===== config.mk =====
export PLATFORM = sky130hd
export DESIGN_NAME = commit_trace_fifo_flat
export DESIGN_NICKNAME = d
export VERILOG_FILES = /design/src/rtl/commit_trace_if.sv /design/src/rtl/commit_trace_fifo.sv /design/src/flat_wrapper.sv
export SDC_FILE = /design/constraint.sdc
export NUM_CORES = 1
export LEC_CHECK = 0
export BUFFER_PORTS_ARGS = -buffer_cell sky130_fd_sc_hd__buf_2
export CAP_MARGIN = 20
export CORE_UTILIZATION = 45
export DETAILED_ROUTE_END_ITERATION = 7
export PLACE_DENSITY_LB_ADDON = 0.25
export SETUP_SLACK_MARGIN = 0.3
export SYNTH_ARGS = -nofsm -noshare
export SYNTH_HDL_FRONTEND = slang
export SYNTH_SLANG_ARGS = --single-unit

===== constraint.sdc =====
create_clock -name clk -period 11.81 [get_ports clk]
set_input_delay 1.181 -clock clk [delete_from_list [all_inputs] [get_ports clk]]
set_output_delay 1.181 -clock clk [all_outputs]
set_load 0.03 [all_outputs]

===== src/rtl/commit_trace_if.sv =====
// commit_trace_if: commit-side producer and trace-side consumer signals for commit_trace_fifo.
// Optional trace_cycle stamp port exists only when COMMIT_TRACE_CYCLE_STAMP_EN is defined.
interface commit_trace_if #(
    parameter int DEPTH = 8,
    parameter int CNT_W = 16
);
    logic                     commit_en;
    logic [31:0]              commit_pc;
    logic [31:0]              commit_instr;
    logic                     flush;
    logic                     trace_valid;
    logic                     trace_ready;
    logic [31:0]              trace_pc;
    logic [31:0]              trace_instr;
    logic [$clog2(DEPTH):0]   count;
    logic                     overflow;
    logic [CNT_W-1:0]         drop_cnt;
`ifdef COMMIT_TRACE_CYCLE_STAMP_EN
    logic [31:0]              trace_cycle;
    modport master (output commit_en, commit_pc, commit_instr, flush, trace_ready,
                    input trace_valid, trace_pc, trace_instr, count, overflow, drop_cnt, trace_cycle);
    modport slave  (input commit_en, commit_pc, commit_instr, flush, trace_ready,
                    output trace_valid, trace_pc, trace_instr, count, overflow, drop_cnt, trace_cycle);
`else
    modport master (output commit_en, commit_pc, commit_instr, flush, trace_ready,
                    input trace_valid, trace_pc, trace_instr, count, overflow, drop_cnt);
    modport slave  (input commit_en, commit_pc, commit_instr, flush, trace_ready,
                    output trace_valid, trace_pc, trace_instr, count, overflow, drop_cnt);
`endif
endinterface


===== src/rtl/commit_trace_fifo.sv =====
// commit_trace_fifo: buffers retired {pc, instr} pairs for a trace consumer, counting dropped commits.
// Define COMMIT_TRACE_CYCLE_STAMP_EN to stamp each entry with a free-running cycle counter.
module commit_trace_fifo #(
    parameter int DEPTH = 8,
    parameter int CNT_W = 16
) (
    input logic          clk,
    input logic          rst,
    commit_trace_if.slave bus
);
    localparam int AW = $clog2(DEPTH);
    localparam logic [AW:0] FULL = (AW+1)'(DEPTH);

    logic [31:0]      pc_mem    [DEPTH];
    logic [31:0]      instr_mem [DEPTH];
    logic [AW-1:0]    wr_ptr, rd_ptr;
    logic [AW:0]      cnt;
    logic             ovf;
    logic [CNT_W-1:0] drops;
    logic             push, pop, drop;

    assign bus.trace_valid = cnt != '0;
    assign pop  = bus.trace_valid && bus.trace_ready;
    assign push = bus.commit_en && (cnt != FULL || pop);
    // a commit swallowed by flush is discarded, not counted as dropped
    assign drop = bus.commit_en && cnt == FULL && !pop && !bus.flush;

    assign bus.trace_pc    = pc_mem[rd_ptr];
    assign bus.trace_instr = instr_mem[rd_ptr];
    assign bus.count       = cnt;
    assign bus.overflow    = ovf;
    assign bus.drop_cnt    = drops;

    always_ff @(posedge clk) begin
        if (push) begin
            pc_mem[wr_ptr]    <= bus.commit_pc;
            instr_mem[wr_ptr] <= bus.commit_instr;
        end
    end

    always_ff @(posedge clk) begin
        if (rst) begin
            cnt    <= '0;
            wr_ptr <= '0;
            rd_ptr <= '0;
            ovf    <= 1'b0;
            drops  <= '0;
        end else begin
            if (bus.flush) begin
                cnt    <= '0;
                rd_ptr <= wr_ptr;
            end else begin
                if (push) wr_ptr <= wr_ptr + AW'(1);
                if (pop) rd_ptr <= rd_ptr + AW'(1);
                cnt <= cnt + {{AW{1'b0}}, push} - {{AW{1'b0}}, pop};
            end
            if (drop) begin
                ovf <= 1'b1;
                if (~&drops) drops <= drops + CNT_W'(1);
            end
        end
    end

`ifdef COMMIT_TRACE_CYCLE_STAMP_EN
    logic [31:0] cyc;
    logic [31:0] cyc_mem [DEPTH];

    always_ff @(posedge clk) begin
        cyc <= rst ? 32'd0 : cyc + 32'd1;
        if (push) cyc_mem[wr_ptr] <= cyc;
    end

    assign bus.trace_cycle = cyc_mem[rd_ptr];
`endif
endmodule

===== src/flat_wrapper.sv =====
// flat-port wrapper written by rule: the top's interface ports become plain ports
module commit_trace_fifo_flat 
#(
    parameter int DEPTH = 8,
    parameter int CNT_W = 16
)
  (clk, rst, bus_commit_en, bus_commit_pc, bus_commit_instr, bus_flush, bus_trace_ready, bus_trace_valid, bus_trace_pc, bus_trace_instr, bus_count, bus_overflow, bus_drop_cnt);
  commit_trace_if #(.DEPTH(DEPTH), .CNT_W(CNT_W)) bus_i ();
  input logic clk;
  input logic rst;
  input wire logic [$bits(bus_i.commit_en)-1:0] bus_commit_en;
  input wire logic [$bits(bus_i.commit_pc)-1:0] bus_commit_pc;
  input wire logic [$bits(bus_i.commit_instr)-1:0] bus_commit_instr;
  input wire logic [$bits(bus_i.flush)-1:0] bus_flush;
  input wire logic [$bits(bus_i.trace_ready)-1:0] bus_trace_ready;
  output wire logic [$bits(bus_i.trace_valid)-1:0] bus_trace_valid;
  output wire logic [$bits(bus_i.trace_pc)-1:0] bus_trace_pc;
  output wire logic [$bits(bus_i.trace_instr)-1:0] bus_trace_instr;
  output wire logic [$bits(bus_i.count)-1:0] bus_count;
  output wire logic [$bits(bus_i.overflow)-1:0] bus_overflow;
  output wire logic [$bits(bus_i.drop_cnt)-1:0] bus_drop_cnt;
  assign bus_i.commit_en = bus_commit_en;
  assign bus_i.commit_pc = bus_commit_pc;
  assign bus_i.commit_instr = bus_commit_instr;
  assign bus_i.flush = bus_flush;
  assign bus_i.trace_ready = bus_trace_ready;
  assign bus_trace_valid = bus_i.trace_valid;
  assign bus_trace_pc = bus_i.trace_pc;
  assign bus_trace_instr = bus_i.trace_instr;
  assign bus_count = bus_i.count;
  assign bus_overflow = bus_i.overflow;
  assign bus_drop_cnt = bus_i.drop_cnt;
  commit_trace_fifo #(.DEPTH(DEPTH), .CNT_W(CNT_W)) u_core (.clk(clk), .rst(rst), .bus(bus_i));
endmodule

; ---- Word-level counts from Yosys, hierarchy flattened
; Memory sizes are Yosys's and may differ from the RTL's. A register that Yosys moved wholly into a read port is not among the register bits.
; Index checks and enable logic that the tools add are counted.
[word_totals]
regBits = 27
latchBits = 0
ramBits = 512
romBits = 0
input_bits = 69
output_inout_bits = 86
elab_cells = 38
memories = 2
[mem_list]
columns = name, depth, word_bits, read_ports, rd_ports_with_merged_regs, write_ports, line
row1 = u_core.instr_mem, 8, 32, 1, 1, 1, commit_trace_fifo.sv:15  ; logic [31:0] instr_mem [DEPTH];
row2 = u_core.pc_mem, 8, 32, 1, 1, 1, commit_trace_fifo.sv:14  ; logic [31:0] pc_mem [DEPTH];
[classes]
addsub = 5
n_mul = 0
div = 0
n_lt_le_gt_ge = 0
eq_ne = 2
n_shift = 0
n_mux = 8
n_bitwise = 2
reduce_logical = 14
[ops]
columns = op, n
row1 = two-way mux 3 bit, 6
row2 = adder 16 x 1 -> 16 bit (second input constant), 1
row3 = AND reduction 16 bit, 1
row4 = adder 3 x 1 -> 3 bit (second input constant), 2
row5 = logical AND 1 bit, 5
row6 = adder 4 x 1 -> 4 bit, 1
row7 = == test 4 bit (second input constant), 1
row8 = != test 4 bit (second input constant), 1
row9 = AND reduction 2 bit, 2
row10 = nonzero test 4 bit, 1
row11 = subtractor 4 x 1 -> 4 bit, 1
row12 = logical NOT 1 bit, 2
row13 = two-way mux 1 bit, 2
row14 = inverter 1 bit, 2
row15 = nonzero test 2 bit, 1
row16 = OR reduction 2 bit, 1
row17 = logical OR 1 bit, 1

; ---- Depth between registers and ports, before layout
; Gate-level depths: netlist of the first run.
[depth]
word_depth = 6
mapped_depth = 12
depth_no_buf = 12

; ---- Worst setup path after synthesis of the first run
; Ideal clock, no wire load.
[synth_path]
path_type = input -> register
startpoint = input bus_trace_ready
endpoint = memory u_core.instr_mem[0][0], enable pin
arrival_time_ns = 7.642
required_ns = 11.166
setup_slack_ns = 3.524
cell_stages = 4
n_path_buf = 0
cell_sequence = nand2b_1 -> nand3_1 -> nand2_1 -> nor4_1
[synth_between]
elab_chain_len = 5
[synth_rtl]
columns = item, line
row1 = from (decl), flat_wrapper.sv:15  ; input wire logic [$bits(bus_i.trace_ready)-1:0] bus_trace_ready;
row2 = logical AND 1 bit, commit_trace_fifo.sv:23  ; assign pop = bus.trace_valid && bus.trace_ready;
row3 = logical OR 1 bit, commit_trace_fifo.sv:24  ; assign push = bus.commit_en && (cnt != FULL || pop);
row4 = logical AND 1 bit, commit_trace_fifo.sv:24
row5 = two-way mux 1 bit, commit_trace_fifo.sv:35  ; if (push) begin
row6 = two-way mux 1 bit (implied by the code), commit_trace_fifo.sv:37  ; instr_mem[wr_ptr] <= bus.commit_instr;
row7 = to (decl), commit_trace_fifo.sv:15
; Every way passes these cells.

==> results of run 1 <==
per-stage QoR:
step | cells | hold WS, ns | cell area [um2] | power [mW] | util [%]
6_report | 1752 | 0.477 | 24200 | 4.67 | 53.2
5_1_grt | 1751 | 0.512 | 24200 | 4.85 | 53.2
4_1_cts | 1750 | 0.487 | 24200 | 4.73 | 53.2
3_5_place_dp | 1649 | 0.470 | 22300 | 2.94 | 49.1
3_3_place_gp | 1649 | 0.457 | 22300 | 2.93 | 49.1
2_1_floorplan | 917 | 0.478 | 20800 | 2.76 | -
cell usage in the layout (no fill, tap or decap), types with 3 or more instances in the layout:
cell,n
nor4_2,4
clkinv_2,11
clkinv_1,3
mux2_2,64
a21oi_1,5
buf_4,21
nor2_4,3
xnor2_1,13
buf_2,154
edfxtp_1,512
a311oi_1,3
clkbuf_16,57
dfxtp_1,27
ha_1,9
mux4_2,128
xor2_1,4
inv_1,13
dfxtp_4,3
nand2_1,13
nor2_1,22
bufinv_16,8
nand3_1,7
nor3_2,4
clkbuf_8,3
nor3_1,6
clkbuf_1,13
nand2b_1,4
layout make-up:
cell class / instances / area, um2
sequential: 542 / 16000
fill: 3588 / 21300
clock inverter: 28 / 357
clock buffer: 73 / 1520
timing repair buffer: 175 / 928
inverter: 13 / 48.8
antenna: 2 / 5.00
tap: 600 / 751
multi-input combinational: 319 / 4590
worst paths after layout:
path,from,end,slack [ns],cells past startpoint
max,register,bus_trace_pc[12],6.89,5
min,u_core.bus.overflow,u_core.bus.overflow,0.48,2
max reg2reg,u_core.bus.count[2],u_core.instr_mem[1][6],8.54,10
min reg2reg,u_core.bus.overflow,u_core.bus.overflow,0.48,2
where the power goes:
| group | internal [mW] | switching [mW] | total, mW | leakage, nW |
|---|---|---|---|---|
| clock network | 1.08 | 0.707 | 1.78 | 0.918 |
| logic | 0.275 | 0.381 | 0.657 | 2.00 |
| registers | 2.19 | 0.0412 | 2.23 | 4.89 |
| total | 3.54 | 1.13 | 4.67 | 7.81 |
flip-flops by register name (all words and copies together), names as in the netlist, named ones only:
name                 count
u_core.bus.count         4
u_core.bus.drop_cnt     16
u_core.bus.overflow      1
u_core.instr_mem       256
u_core.pc_mem          256
u_core.rd_ptr            3
u_core.wr_ptr            3
logic make-up (layout without fill, tap and decap cells):
logic type,Yosys count,count (layout),synth area share (%)
XOR/XNOR,17,17,0.717
multiplexers,194,194,17.5
AND/OR/NAND/NOR,79,79,2.22
adder cells (fa/ha/maj),10,10,0.639
AO/OA/AOI/OAI,19,19,0.832
other,0,2,0
buffers and inverters,56,289,1.18
flip-flops,542,542,76.9
routing by layer:
layer	share of wire [%]	routed length, um
met5	0.13	52
met2	48	19600
met1	44	18100
met4	1.9	776
met3	5.5	2230
worst min-delay path, stage by stage (launching register included):
cell,delay (ns)
dfxtp_1,0.32
nor2_1,0.05
nor2_1,0.07
==> reports/results.ini, run 1 <==
[sta]
finalHoldViolations=0
fmax_mhz=203
tightest_slew_ns=1.05
rsz0062_at_grt=no
timing.final.ws_setup_ns=6.89
finalMaxSlewViolations=0
skew_ns=0.0156
setup-tns-final_ns=0
setup_viol=0
period_needed_ns=4.92
fin_crit_sh_pct=41.7
slew_headroom_pct=29.7

[yosys]
synthArstFlopShare_pct=0
synth-seq-cells=542
synth_top_area_share_pct=74.0
synthTopCellsByCount=512 x edfxtp_1, 128 x mux4_2, 64 x mux2_2, 30 x dfxtp_1, 25 x nor2_1
synth_most_common_cell=edfxtp_1
seq_area_frac_synth_pct=76.9
synthFlopType=edfxtp_1
synth_top_area_cell=edfxtp_1
yosysWarnings=0
synth_edf_count=512
synth_cell_type_count=47
syn-cell-area_um2=20800
netlist_top_cells_area=edfxtp_1 74%, mux4_2 14%, mux2_2 3.5%
synth_cells=917
syn_nets=996
synth.avg_cell_area_um2=22.6

[die]
core.rowCount=78
die_x_um=217
fp.coreArea_um2=45500
initial_core_util_pct=45.7
die-height_um=217
die-area_um2=47000
pin_count=155

[cts]
path_clk_slew_ns=0.06
clock-sinks=542
post_cts_buffers=0
ctsResizeCount=0
clock_path_buffers=3
cts_tree=done
htree_levels=2
numCtsBuffers=56
cts-root-buf=clkbuf_16
postCtsHoldBufs=0
clk_latency_ns=0.61

[critical_path]
cp_cell_sequence=buf_4, buf_4, mux4_2, mux2_2, buf_2
critical_path.max_stage_delay_ns=0.68
worstPathMaxFanout=36
critical_path_arrival_ns=3.74
cp_common_cell=buf_4
crit_slowest_cell=buf_4
worstPathRequired_ns=10.63
end_kind=primary output
cp-start-kind=register
critical_path_class=register to primary output
critical-path-top-delay-family=buffers and inverters
path_buf_inv=3

[placement]
io_buffers=154
dp_slack_ns=7.36
gp_congestion=0.713
dp_hpwl_mm=21.0

[job]
drv_cap=0

[drt]
drt-initial-drc-count=728
antenna_left=0
route.detailed.drc=0
dr_total_vias=9451
first_pass_iters=4
wl_per_cell_um=23.2
finalWirelength_mm=40.7
viasPerCell=5.39

[cells_and_area]
area_growth_pct=16.5
drive_gt1_share_pct=41.7
nNetsFinal=1186

[pwr]
p_leak_nw=7.81
power_density_nw_per_um2=193
peakVddDrop_v=0.000155

[grt]
grt_pass1_wl_mm=61.9
grtUsageMet2_pct=27.8
grtUsageTotal_pct=17.8
grt_start_max_net_pins=71
grt_busiest_layer=met2
grt_use_met3_pct=4.15
antenna_found_initial=7
use_met1_pct=25.0
gr-total-overflow=0
grt_pass1_vias=10000

[min_path]
hp-class=register to register

[status]
status=completed

(Power assumes the default switching activity.)
==> run 2: changes to the inputs <==
--- a/config.mk
+++ b/config.mk
@@ -5,6 +5,7 @@
 export SDC_FILE = /design/constraint.sdc
 export NUM_CORES = 1
 export LEC_CHECK = 0
+export ABC_AREA = 1
 export BUFFER_PORTS_ARGS = -buffer_cell sky130_fd_sc_hd__buf_2
 export CAP_MARGIN = 20
 export CORE_UTILIZATION = 45
==> constraint.sdc (replaced) <==
create_clock -name clk -period 4.6 [get_ports clk]
set_input_delay 0.46 -clock clk [delete_from_list [all_inputs] [get_ports clk]]
set_output_delay 0.46 -clock clk [all_outputs]
set_load 0.03 [all_outputs]
==> run 2 against run 1 <==
  * The run now ends with design-rule violations left
  * Register-to-register slack worse by 6.8 ns
  * Synthesized area up 3.4%
  * Count of clock-buffer cells in the layout down 6
  * Combinational power rose to 4.3 times the previous value
  * Sequential share of layout area down 1.2 points
  * Clock power up 140%
  * Critical endpoint is now bus_trace_pc[8]
  * Largest power group unchanged
==> reports/results.ini, run 2 <==
[status]
status=finished with violations
failed_checks=design-rule violations

[drt]
wl_per_cell_um=19.1  ; -18%
dr_total_vias=12600  ; +33%
antenna_left=0  ; unchanged
first_pass_iters=7  ; +3
viasPerCell=5.33  ; -1.3%
drt-initial-drc-count=1005  ; +38%
route.detailed.drc=18  ; +18
finalWirelength_mm=45.1  ; +11%

[placement]
io_buffers=154  ; unchanged
dp_hpwl_mm=24.0  ; +14%
dp_slack_ns=1.71  ; -5.66 ns
placed_cells=2270  ; +38%
dpl-instance-area_um2=22900  ; +2.5%
gp_congestion=0.780  ; +9.3%

[cells_and_area]
nNetsFinal=1798  ; +52%
multiInputGateArea_um2=4960  ; +8.1%
area_growth_pct=14.8
drive_gt1_share_pct=14.9  ; -27 points
final_cell_mix=512 x edfxtp_1, 279 x nand2_1, 178 x nor2_1
fill_cells=3836  ; +6.9%
layout_commonest_cell=edfxtp_1
seqCellArea_um2=16000  ; unchanged
fin_cells=2369  ; +35%
final_design_area_no_fill_um2=24600  ; +1.8%
final_core_util_pct=52.7  ; -0.50 points

[cts]
htree_levels=2  ; unchanged
clk_latency_ns=0.60  ; about the same
clock_path_buffers=3  ; unchanged
path_clk_slew_ns=0.06  ; about the same
cts-root-buf=clkbuf_16
postCtsHoldBufs=0  ; unchanged
clock-sinks=542  ; unchanged
cts_tree=done
ctsResizeCount=0  ; unchanged
numCtsBuffers=54  ; -3.6%
post_cts_buffers=0  ; unchanged

[die]
die_x_um=220  ; +1.7%
core.rowCount=79  ; +1.3%
initial_core_util_pct=45.9  ; +0.25 points
fp.coreArea_um2=46800  ; +2.8%
die-height_um=220  ; +1.7%
pin_count=155  ; unchanged
die-area_um2=48600  ; +3.3%

[min_path]
hp-class=input pin to register

[yosys]
synthTopCellsByCount=512 x edfxtp_1, 279 x nand2_1, 178 x nor2_1
yosysWarnings=0  ; unchanged
synth_top_family_by_area=simple AND/OR/NAND/NOR gates
synthXorXnorAreaFrac_pct=0.326  ; -0.39 points
synthFlopType=edfxtp_1
syn_nets=1652  ; +66%
seq_area_frac_synth_pct=74.4  ; -2.5 points
synthArstFlopShare_pct=0  ; unchanged
synth_top_area_share_pct=71.6  ; -2.4 points
synth_compound_area_share_pct=7.12  ; +6.3 points
muxShareOfSynthArea_pct=5.97  ; -12 points
synth_fa_ha_area_share_pct=0.618  ; -0.021 points
synth_cell_type_count=32  ; -32%
netlist_top_cells_area=edfxtp_1 72%, mux2i_1 6.0%, nand2_1 4.9%
synth_cells=1573  ; +72%
synth_top_area_cell=edfxtp_1
synthSimpleGateAreaFrac_pct=8.67  ; +6.4 points
synth.avg_cell_area_um2=13.6  ; -40%
synth-seq-cells=542  ; unchanged
synth_edf_count=512  ; unchanged
syn-cell-area_um2=21500  ; +3.4%
synth_most_common_cell=edfxtp_1

[sta]
finalHoldViolations=0  ; unchanged
skew_ns=0.0146  ; -0.00102 ns
slew_headroom_pct=30.6  ; +0.94 points
whs_ns=0.123  ; -0.354 ns
setup-tns-final_ns=0  ; unchanged
finalMaxSlewViolations=0  ; unchanged
fmax_mhz=294
timing.final.ws_setup_ns=1.20  ; -5.68 ns
rsz0062_at_grt=no
fin_crit_sh_pct=73.9
tightest_slew_ns=1.04  ; -0.0141 ns
period_needed_ns=3.40
setup_viol=0  ; unchanged

[grt]
grtUsageTotal_pct=18.8  ; +0.96 points
antenna_found_initial=4  ; -3
gr-total-overflow=0  ; unchanged
grt_pass1_wl_mm=69.8  ; +13%
grt_pass1_vias=12600  ; +26%
grt_start_max_net_pins=112  ; +58%

[pwr]
p_leak_nw=8.66  ; +11%
power_mw=13.0  ; +180%
peakVddDrop_v=0.000293  ; +89%
power_density_nw_per_um2=527  ; +170%

[critical_path]
end_kind=primary output
critical_path_class=register to primary output
critical_path_arrival_ns=2.94  ; -0.80 ns
worstPathMaxFanout=57  ; +58%
cp-start-kind=register
worstPathRequired_ns=4.14  ; -6.49 ns

[job]
drv_cap=0  ; unchanged

==> run 2: changes by cell type after synthesis, sizes merged, moves of 29 or more <==
cell and delta:
nand2 +266, nor2 +154, o21ai +133, mux4 -128, o22ai +128, mux2i +127
mux2 -65, clkbuf +33, inv +29
==> run 2: cell families (layout without fill, tap and decap cells) <==
logic type / after synthesis / count (layout)
AOI/OAI and AO/OA: 272 / 272
xor gates and xnor gates: 8 / 8
adders and majority gates: 10 / 10
buffers and inverters: 129 / 314
DFF: 542 / 542
muxes: 128 / 128
other: 0 / 4
and+or+nand+nor: 484 / 484
==> run 2: worst max-delay path, stage by stage, from the launching register on <==
cell	delay [ns]
dfxtp_4	0.51
inv_4	0.63
buf_4	0.48
nor2_1	0.10
o22ai_1	0.22
nand2_1	0.07
nand2_1	0.09
buf_2	0.20
==> run 2: cell type report <==
type	count	share of cell area [%]
Inverter	43	0.665
Sequential cell	542	64.9
Clock buffer	67	5.68
Tap cell	607	3.08
Antenna cell	4	0.0406
Clock inverter	28	1.41
Multi-Input combinational cell	902	20.2
Timing Repair Buffer	176	4.05
==> run 2: path summary, 6_finish.rpt <==
check | from | slack, ns | to | depth (start not counted)
max | register | 1.20 | bus_trace_pc[8] | 7
min | bus_commit_pc[29] | 0.12 | u_core.pc_mem[4][29] | 1
max reg2reg | u_core.bus.count[2] | 1.70 | u_core.instr_mem[1][17] | 8
min reg2reg | u_core.bus.overflow | 0.46 | u_core.bus.overflow | 1
==> run 2: power breakdown <==
part	total, mW	internal [mW]	switching [mW]
Combinational	2.80	0.852	1.95
Clock	4.34	2.55	1.78
Sequential	5.85	5.67	0.175
==> run 2: per-layer routing <==
layer  global-route usage (%)  routed length, um  vias up
met4                     5.89                833        6
met2                     31.3              22000      273
met5                        0                 39        -
met3                     3.26               2270       62
li1                         -                  -     6080
met1                     25.1              20000     6194
